## src/rtl/zero_out_pkg.sv

```systemverilog
// Shared types and constants for the Zero engine out-channel checker.
package zero_out_pkg;

    localparam int MEMORY_ELEMENT_WIDTH = 12;

    typedef enum logic [1:0] {IDLE, RUN, DRAIN, DONE} zero_out_state_t;

    // Element counter that sticks at its maximum instead of wrapping.
    function automatic logic [15:0] sat_inc16(input logic [15:0] value);
        return (value == 16'hFFFF) ? value : value + 16'd1;
    endfunction

endpackage

```

## src/rtl/zero_out_fifo.sv

```systemverilog
// First-word fall-through FIFO with an occupancy counter; head reads as zero while empty.
module zero_out_fifo
    import zero_out_pkg::*;
#(
    parameter int Width = MEMORY_ELEMENT_WIDTH,
    parameter int Depth = 16
) (
    input  logic             clock,
    input  logic             reset,
    input  logic             clear,
    input  logic             wr_en,
    input  logic [Width-1:0] wr_data,
    input  logic             rd_en,
    output logic [Width-1:0] rd_data,
    output logic             full,
    output logic             empty
);

    localparam int AW = $clog2(Depth);

    logic [AW-1:0]    wr_ptr_reg;
    logic [AW-1:0]    rd_ptr_reg;
    logic [AW:0]      count_reg;
    logic [Width-1:0] mem [Depth];
    logic             do_wr;
    logic             do_rd;

    assign full  = (count_reg == (AW+1)'(Depth));
    assign empty = (count_reg == '0);
    assign do_wr = wr_en && !full;
    assign do_rd = rd_en && !empty;

    // Depth is a power of two, so the pointers wrap on their own.
    always_ff @(posedge clock) begin
        if (reset || clear) begin
            wr_ptr_reg <= '0;
            rd_ptr_reg <= '0;
            count_reg  <= '0;
        end else begin
            if (do_wr) wr_ptr_reg <= wr_ptr_reg + 1'b1;
            if (do_rd) rd_ptr_reg <= rd_ptr_reg + 1'b1;
            case ({do_wr, do_rd})
                2'b10:   count_reg <= count_reg + 1'b1;
                2'b01:   count_reg <= count_reg - 1'b1;
                default: count_reg <= count_reg;
            endcase
        end
    end

    always_ff @(posedge clock) begin
        if (do_wr) mem[wr_ptr_reg] <= wr_data;
    end

    assign rd_data = empty ? '0 : mem[rd_ptr_reg];

endmodule

```

## config.mk

```make
export PLATFORM = sky130hd
export DESIGN_NAME = zero_out_fifo
export DESIGN_NICKNAME = d
export VERILOG_FILES = /design/src/rtl/zero_out_pkg.sv /design/src/rtl/zero_out_fifo.sv
export SDC_FILE = /design/constraint.sdc
export NUM_CORES = 1
export LEC_CHECK = 0
export CAP_MARGIN = 0
export CORE_AREA = 3 3 126 128
export CTS_BUF_LIST = sky130_fd_sc_hd__clkbuf_8
export CTS_CLUSTER_DIAMETER = 50
export DETAILED_ROUTE_END_ITERATION = 12
export DIE_AREA = 0 0 129 131
export MAX_ROUTING_LAYER = met4
export PLACE_DENSITY = 0.74
export SYNTH_ARGS = -nofsm -noshare
export SYNTH_HDL_FRONTEND = slang
export SYNTH_SLANG_ARGS = --single-unit
```

## constraint.sdc

```tcl
create_clock -name clock -period 3.3 [get_ports clock]
set_clock_uncertainty 0.05 [all_clocks]
set_input_delay 0.33 -clock clock [delete_from_list [all_inputs] [get_ports clock]]
set_output_delay 0.33 -clock clock [all_outputs]
set_load 0.005 [all_outputs]
```

Yosys cells after proc, flatten, opt, wreduce, memory -nomap -nowiden
Memory sizes are Yosys's and may differ from the RTL's. A register that Yosys moved wholly into a read port is not among the register bits.
Index checks and enable logic that the tools add are counted.
- bits in registers: 13
- RAM bits: 192
- bits of input ports: 17
- output and inout port bits: 14
- memories: 1
- add/subtract/negate cells: 4
- eq/ne operators: 3
- mux-type cells: 6
- reductions and logical operators: 7
- memories (name ; words ; bits a word ; rd ports ; clocked after Yosys merged registers in ; wr ports ; RTL line ; text):
    mem ; 16 ; 12 ; 1 ; 1 ; 1 ; zero_out_fifo.sv:24 ; logic [Width-1:0] mem [Depth];
- operators with widths (kind ; count):
    2-to-1 mux 12 bit ; 1
    one-hot mux 5 bit (2 select lines) ; 1
    adder 4 x 1 -> 4 bit (second input constant) ; 2
    2-to-1 mux 4 bit ; 2
    adder 5 x 1 -> 5 bit (second input constant) ; 1
    == test 5 bit (second input constant) ; 1
    zero test 5 bit ; 1
    subtractor 5 x 1 -> 5 bit (second input constant) ; 1
    == test 2 x 1 -> 1 bit (second input constant) ; 1
    == test 2 bit (second input constant) ; 1
    logical AND 1 bit ; 2
    zero test 1 bit ; 2
    2-to-1 mux 1 bit ; 2
    nonzero test 2 bit ; 1
    logical OR 1 bit ; 1

Depth between registers and ports, before layout
Gate-level depths: netlist of the first run.
- word-level depth: 5
- gate-level depth with buffers: 13
- depth with buffers taken out: 10

Worst setup path after synthesis of the first run
OpenSTA, ideal clock, no wires.
- path kind: flip-flop to flip-flop
- start: reg count_reg[1]
- end: reg count_reg[4]
- data arrival time: 2.717 ns
- required time: 3.178 ns
- setup slack: 0.462 ns
- cell stages (with the launch flop): 14
- path through: dfxtp_1 -> buf_6 -> or4_4 -> buf_6 -> o21a_4 -> inv_1 -> ha_1 -> clkbuf_1 -> xor2_1 -> ha_1 -> inv_1 -> a21o_1 -> a221oi_1 -> mux2i_1
- cells in the longest elaborated chain, start to end: 5
- elaborated cells on any way between the ends: 12
- those cells by class: 2 x add/sub; 3 x eq/ne; 1 x mux; 6 x reduce/logical
- ends and longest elaborated chain (element ; RTL line ; text):
    start, declared ; zero_out_fifo.sv:23 ; logic [AW:0] count_reg;
    start signal, assigned ; zero_out_fifo.sv:43 ; 2'b10: count_reg <= count_reg + 1'b1;
    start signal, assigned ; zero_out_fifo.sv:44 ; 2'b01: count_reg <= count_reg - 1'b1;
    start signal, assigned ; zero_out_fifo.sv:45 ; default: count_reg <= count_reg;
    == test 5 bit or zero test 5 bit (tied branches) ; zero_out_fifo.sv:28, zero_out_fifo.sv:29 ;
    zero test 1 bit (on tied branches) ; zero_out_fifo.sv:30, zero_out_fifo.sv:31 ;
    logical AND 1 bit (on tied branches) ; zero_out_fifo.sv:30, zero_out_fifo.sv:31 ;
    == test 2 x 1 -> 1 bit or == test 2 bit (tied branches) ; zero_out_fifo.sv:42 ; case ({do_wr, do_rd})
    one-hot mux 5 bit (2 select lines) or nonzero test 2 bit (tied branches) ; - ;
Parallel ways exist; a longest one is shown, timed or not.
A chain may end at the register's enable or synchronous reset.

==> flow_metrics.env, run 1 <==
export IMPL_dpl_cell_area_sq_um=9030
export IMPL_n_fill_cell=1010
export IMPL_rsz0062_at_grt="no"
export IMPL_critPathMaxFanout=24
export IMPL_seq_power_share_pct=58.6
export IMPL_numCtsBuffers=31
export IMPL_tritoncts="yes"
export IMPL_synth_flop_cell="edfxtp_1"
export IMPL_die_area_sq_um=16900
export IMPL_gp_congestion=0.855
export IMPL_grt_ovfl_total=0
export IMPL_setup_viol=0
export IMPL_synth_compound_area_share_pct=4.10
export IMPL_ir_drop_mv=0.306
export IMPL_io_pins=31
export IMPL_worst_setup_path_type="register to primary output"
export IMPL_report_final_hold_viol_count=0
export IMPL_critPathArrivalTime_ps=2760
export IMPL_synth_seq_area_share_pct=73.0
export IMPL_synthCells=433
export IMPL_fin_setup_tns_ps=0
export IMPL_wl_per_cell_um=23.6
export IMPL_clock_sinks=209
export IMPL_wl_met2_um=8500
export IMPL_finalNetCount=527
export IMPL_insertion_delay_ps=540
export IMPL_synth_xor_area_share_pct=0.733
export IMPL_dp_cells=656
export IMPL_p_sw_share_pct=20.5
export IMPL_ant_nets=0
export IMPL_pwr_share_comb_pct=4.5
export IMPL_first_pass_iters=5
export IMPL_fin_ws_ps=160
export IMPL_clockRootBuffer="clkbuf_8"
export IMPL_viasPerCell=6.07
export IMPL_muxShareOfSynthArea_pct=14.8
export IMPL_grt_pass1_wl_um=25400
export IMPL_internal_power_uw=3960
export IMPL_synth_simple_area_share_pct=4.25
export IMPL_cp_required_ps=2920
export IMPL_min_path_type="register to register"
export IMPL_largest_reg_flops=192
export IMPL_die_height_um=131
export IMPL_syn_area_per_cell_sq_um=19.3
export IMPL_worstSetupStartpointType="register"
export IMPL_async_flop_share_pct=0
export IMPL_area_growth_pct=15.1
export IMPL_vias=4323
export IMPL_slowest_stage="mux4_2"
export IMPL_fin_cells=712
export IMPL_synth_edf_count=192
export IMPL_timing_critical_path_mode_cell="a211oi_1"
export IMPL_dp_hpwl_um=10500
export IMPL_grt_max_degree=49
export IMPL_initial_core_util_pct=55.9
export IMPL_ys_ff_latch=209
export IMPL_period_share_pct=95.2
export IMPL_core_rowCount=45
export IMPL_io_buffers=30
export IMPL_hold_buffers=0
export IMPL_cts_htree_levels=1
export IMPL_drive_above_1_share_pct=25.2
export IMPL_period_minus_slack_ps=3140
export IMPL_core_area_sq_um=15000
export IMPL_drc_errors=0
export IMPL_slew_headroom_pct=62.6
export IMPL_pwr_share_clk_pct=36.9
export IMPL_end_kind="primary output"
export IMPL_final_area_sq_um=9630
export IMPL_yosysWarnings=0
export IMPL_dp_slack_ps=330
export IMPL_drv_slew=0
export IMPL_path_clk_slew_ps=60
export IMPL_top_layer_used="met4"
export IMPL_antenna_found_initial=0
export IMPL_fmax_mhz=318
export IMPL_die_w_um=129
export IMPL_synth_top_family_by_area="multiplexers"
export IMPL_cap_viol_max_count=0
export IMPL_status="finished, final reports clean"
export IMPL_crit_chain="buf_16 > mux4_2 > nor2b_1 > a211oi_1 > a211oi_1 > clkdlybuf4s50_1"
export IMPL_yosys_area_share_adder_pct=1.20
export IMPL_powerDensity_nw_per_um2=517
export IMPL_wl_met1_um=6820
export IMPL_first_iter_violations=354
export IMPL_max_stage_delay_ps=520
export IMPL_cts_path_max_buffers=3
export IMPL_post_cts_setup_buffers=0
export IMPL_netlist_area_sq_um=8370
export IMPL_grt_pass1_vias=4411
export IMPL_routed_wl_um=16800
export IMPL_num_antenna_cells=0
export IMPL_wl_met3_um=1210
export IMPL_tightest_slew_ps=559
export IMPL_p_leak_uw=0.00310
export IMPL_synth_fp_nets=458
export IMPL_switchingPower_uw=1020
export IMPL_synth_cell_type_count=40
export IMPL_grtUsageTotal_pct=21.0
[cells in the final DEF (no fill, tap or decap), types with 3 or more instances in the layout]
| cell | netlist | layout |
|---|---|---|
| inv_1 | 8 | 18 |
| nand2b_1 | 3 | 3 |
| o211ai_1 | 4 | 4 |
| nor2_1 | 28 | 28 |
| ha_1 | 8 | 8 |
| clkbuf_8 | 0 | 31 |
| edfxtp_1 | 192 | 192 |
| a211oi_1 | 25 | 22 |
| buf_4 | 2 | 28 |
| nor2b_1 | 12 | 12 |
| clkdlybuf4s50_1 | 0 | 30 |
| clkinv_1 | 0 | 10 |
| nand2_1 | 9 | 9 |
| mux2i_1 | 16 | 16 |
| a211oi_2 | 0 | 3 |
| dfxtp_2 | 0 | 3 |
| clkinv_2 | 0 | 3 |
| nor3_2 | 0 | 4 |
| dfxtp_1 | 17 | 14 |
| xor2_1 | 6 | 6 |
| mux4_2 | 48 | 48 |
[power by group through the flow]
stage	sequential [uW]	combinational, uW	clock (uW)
global route	2920	244	2000
CTS	2920	224	1880
detailed placement	2980	222	0
global placement	2970	215	0
floorplan	2970	114	0
finish	2920	224	1840
[synthesized netlist by cell type (4+ instances only)]
master / instances / area [sq um]
clkbuf_1: 9 / 33.8
nor2_1: 28 / 105
ha_1: 8 / 100
xor2_1: 6 / 52.6
edfxtp_1: 192 / 5770
dfxtp_1: 17 / 340
nor3_1: 4 / 20.0
inv_1: 8 / 30.0
buf_2: 12 / 60.1
mux2i_1: 16 / 160
nand2_1: 9 / 33.8
o211ai_1: 4 / 30.0
mux4_2: 48 / 1080
nor2b_1: 12 / 75.1
a211oi_1: 25 / 188
[final timing paths]
| kind | depth (start not counted) | to | from | slack, ps |
|---|---|---|---|---|
| max | 6 | rd_data[7] | register | 160 |
| min | 2 | register | rd_ptr_reg[3]$_SDFFE_PP0P_ | 450 |
| max reg2reg | 10 | count_reg[4]$_SDFFE_PP0P_ | count_reg[1]$_SDFFE_PP0P_ | 290 |
| min reg2reg | 2 | register | rd_ptr_reg[3]$_SDFFE_PP0P_ | 450 |
[logic make-up after synthesis]
kind of cell | after synthesis
compound gates | 42
xor+xnor | 7
fa+ha+maj | 8
buf+inv | 33
flops | 209
mux | 64
simple gates | 70
[timing repair]
item                                   in CTS  in global routing
endpoints found under the hold margin       0                  0
gates cloned                                0                  1
resized for setup                           1                  4
setup endpoints to repair                   1                  3
[metal layers]
metal | vias to the layer above | track usage (%)
met4 | 0 | 5.62
met5 | - | -
li1 | 1892 | -
met1 | 2202 | 28.2
met2 | 196 | 34.6
met3 | 33 | 2.93
[layout make-up]
| type | count | area (sq um) | share of cell area [%] |
|---|---|---|---|
| Sequential cell | 209 | 6110 | 63.4 |
| Clock inverter | 24 | 120 | 1.25 |
| Timing Repair Buffer | 61 | 574 | 5.96 |
| Multi-Input combinational cell | 191 | 2140 | 22.2 |
| Tap cell | 188 | 235 | 2.44 |
| Inverter | 8 | 30.0 | 0.312 |
| Clock buffer | 31 | 427 | 4.43 |
[critical path, delay by kind of cell (launching register included)]
family | cells | cell delay (ps)
mux | 1 | 520
compound gates | 2 | 410
buf+inv | 2 | 710
flops | 1 | 440
simple gates | 1 | 140
[per-stage QoR]
stage / util, % / total power, uW / hold WS [ps]
detailed placement: 60.3 / 3200 / 445
floorplan: - / 3080 / 379
finish: 64.3 / 4980 / 448
global placement: 60.3 / 3190 / 429
global route: 64.3 / 5160 / 482
CTS: 64.0 / 5030 / 451
(Power assumes the default switching activity.)
==> run 2, diff against run 1 <==
--- a/config.mk
+++ b/config.mk
@@ -9,6 +9,7 @@
 export CORE_AREA = 3 3 126 128
 export CTS_BUF_LIST = sky130_fd_sc_hd__clkbuf_8
 export CTS_CLUSTER_DIAMETER = 50
+export CTS_CLUSTER_SIZE = 40
 export DETAILED_ROUTE_END_ITERATION = 12
 export DIE_AREA = 0 0 129 131
 export MAX_ROUTING_LAYER = met4
==> flow_metrics.env, run 2 (synthesis results as in run 1) <==
export IMPL_drive_above_1_share_pct=25.3
export IMPL_report_final_hold_viol_count=0
export IMPL_path_clk_slew_ps=100
export IMPL_ir_drop_mv=0.308
export IMPL_vias=4244
export IMPL_timing_critical_path_mode_cell="a211oi_1"
export IMPL_setup_viol=0
export IMPL_critPathMaxFanout=24
export IMPL_io_buffers=30
export IMPL_grt_ovfl_total=0
export IMPL_die_w_um=129
export IMPL_grt_pass1_vias=4273
export IMPL_initial_core_util_pct=55.9
export IMPL_dp_slack_ps=330
export IMPL_clock_sinks=209
export IMPL_pwr_share_clk_pct=34.0
export IMPL_fin_cells=689
export IMPL_io_pins=31
export IMPL_largest_reg_flops=192
export IMPL_num_antenna_cells=0
export IMPL_first_pass_iters=5
export IMPL_internal_power_uw=3690
export IMPL_worstSetupStartpointType="register"
export IMPL_min_path_type="register to register"
export IMPL_grt_pass1_wl_um=25000
export IMPL_finalNetCount=514
export IMPL_core_area_sq_um=15000
export IMPL_fin_ws_ps=133
export IMPL_gp_congestion=0.855
export IMPL_max_stage_delay_ps=510
export IMPL_final_common_cell="edfxtp_1"
export IMPL_cp_required_ps=2920
export IMPL_worstReg2RegStart="count_reg[1]$_SDFFE_PP0P_"
export IMPL_p_sw_share_pct=22.3
export IMPL_tritoncts="yes"
export IMPL_dp_cells=656
export IMPL_n_fill_cell=1020
export IMPL_slowest_stage="mux4_2"
export IMPL_grtUsageTotal_pct=20.7
export IMPL_powerDensity_nw_per_um2=501
export IMPL_pwr_share_comb_pct=4.7
export IMPL_ant_nets=0
export IMPL_post_cts_setup_buffers=0
export IMPL_drc_errors=0
export IMPL_antenna_found_initial=0
export IMPL_wl_per_cell_um=24.0
export IMPL_switchingPower_uw=1060
export IMPL_dp_hpwl_um=10500
export IMPL_fin_setup_tns_ps=0
export IMPL_period_share_pct=96.0
export IMPL_final_cell_mix="edfxtp_1, mux4_2, clkdlybuf4s50_1, buf_4, nor2_1"
export IMPL_die_area_sq_um=16900
export IMPL_drv_slew=0
export IMPL_numCtsBuffers=18
export IMPL_core_rowCount=45
export IMPL_die_height_um=131
export IMPL_p_leak_uw=0.00298
export IMPL_total_power_uw=4750
export IMPL_crit_chain="buf_16 > mux4_2 > nor2b_1 > a211oi_1 > a211oi_1 > clkdlybuf4s50_1"
export IMPL_status="finished, final reports clean"
export IMPL_insertion_delay_ps=500
export IMPL_grt_max_degree=49
export IMPL_cts_path_max_buffers=3
export IMPL_area_growth_pct=13.4
export IMPL_routed_wl_um=16500
export IMPL_cap_viol_max_count=0
export IMPL_tightest_slew_ps=570
export IMPL_viasPerCell=6.16
export IMPL_critPathArrivalTime_ps=2790
export IMPL_slew_headroom_pct=61.9
export IMPL_min_from="rd_ptr_reg[3]$_SDFFE_PP0P_"
export IMPL_cts_htree_levels=1
export IMPL_seq_power_share_pct=61.3
export IMPL_worst_setup_path_type="register to primary output"
export IMPL_clockRootBuffer="clkbuf_8"
export IMPL_rsz0062_at_grt="no"
export IMPL_first_iter_violations=398
export IMPL_end_kind="primary output"
export IMPL_period_minus_slack_ps=3170
export IMPL_fmax_mhz=316
-- run 2: changes by cell type in the layout (fill, tap and decap cells not counted) --
cell        delta
clkbuf_8      -12
inv_8          +1
clkinv_8       +1
clkinv_2       -2
inv_6          +4
inv_12         +2
buf_6          -1
a211oi_2       -2
clkinv_4       +2
a211oi_1       +2
clkinvlp_4     +1
clkinv_1      -10
inv_1         -10
buf_4          +1
-- run 2: cell type report --
class / count / area [sq um] / area share, %
flip-flops and latches: 209 / 6110 / 64.4
multi-input cells: 191 / 2130 / 22.4
repair buffers: 61 / 571 / 6.01
clock buffers: 19 / 262 / 2.76
well taps: 188 / 235 / 2.48
clock inverters: 13 / 155 / 1.64
inverters: 8 / 30.0 / 0.316
-- run 2: what timing repair did --
action / in CTS / in global routing
hold buffers: 0 / 0
gates resized for setup: 0 / 2
endpoints found under the hold margin: 0 / 0
endpoints found under the setup margin: 0 / 3
-- run 2: path summary, 6_finish.rpt --
kind | endpoint | slack, ps | cells past startpoint
worst max-delay path | rd_data[2] | 130 | 6
worst min-delay path | register | 450 | 2
worst max register to register | count_reg[4]$_SDFFE_PP0P_ | 290 | 10
worst min register to register | register | 450 | 2
-- run 2: worst max-delay path, delay by kind of cell, from the launching register on --
family	cells	cell delay, ps
buffers and inverters	2	710
muxes	1	510
DFF	1	450
AOI/OAI and AO/OA	2	450
and+or+nand+nor	1	150
-- run 2: routing by layer --
layer	wire [um]	track usage [%]	up-vias	part of all wire, %
li1	-	-	1863	-
met1	7020	28.5	2224	42
met2	8340	33.9	131	50
met3	852	2.32	26	5.2
met4	315	4.82	0	1.9
met5	0	-	-	0
-- run 2: power by group through the flow --
stage | Clock (uW) | Combinational, uW | Sequential [uW]
2_1_floorplan | 0 | 114 | 2970
3_3_place_gp | 0 | 215 | 2970
3_5_place_dp | 0 | 222 | 2980
4_1_cts | 1640 | 223 | 2910
5_1_grt | 1760 | 243 | 2920
6_report | 1610 | 223 | 2910
-- run 2: stage by stage --
stage	hold slack [ps]	util (%)	cell area [sq um]
after floorplan	379	-	8370
after global routing	488	63.3	9490
after global placement	429	60.3	9030
final	453	63.3	9490
after CTS	456	63.1	9450
after detailed placement	445	60.3	9030
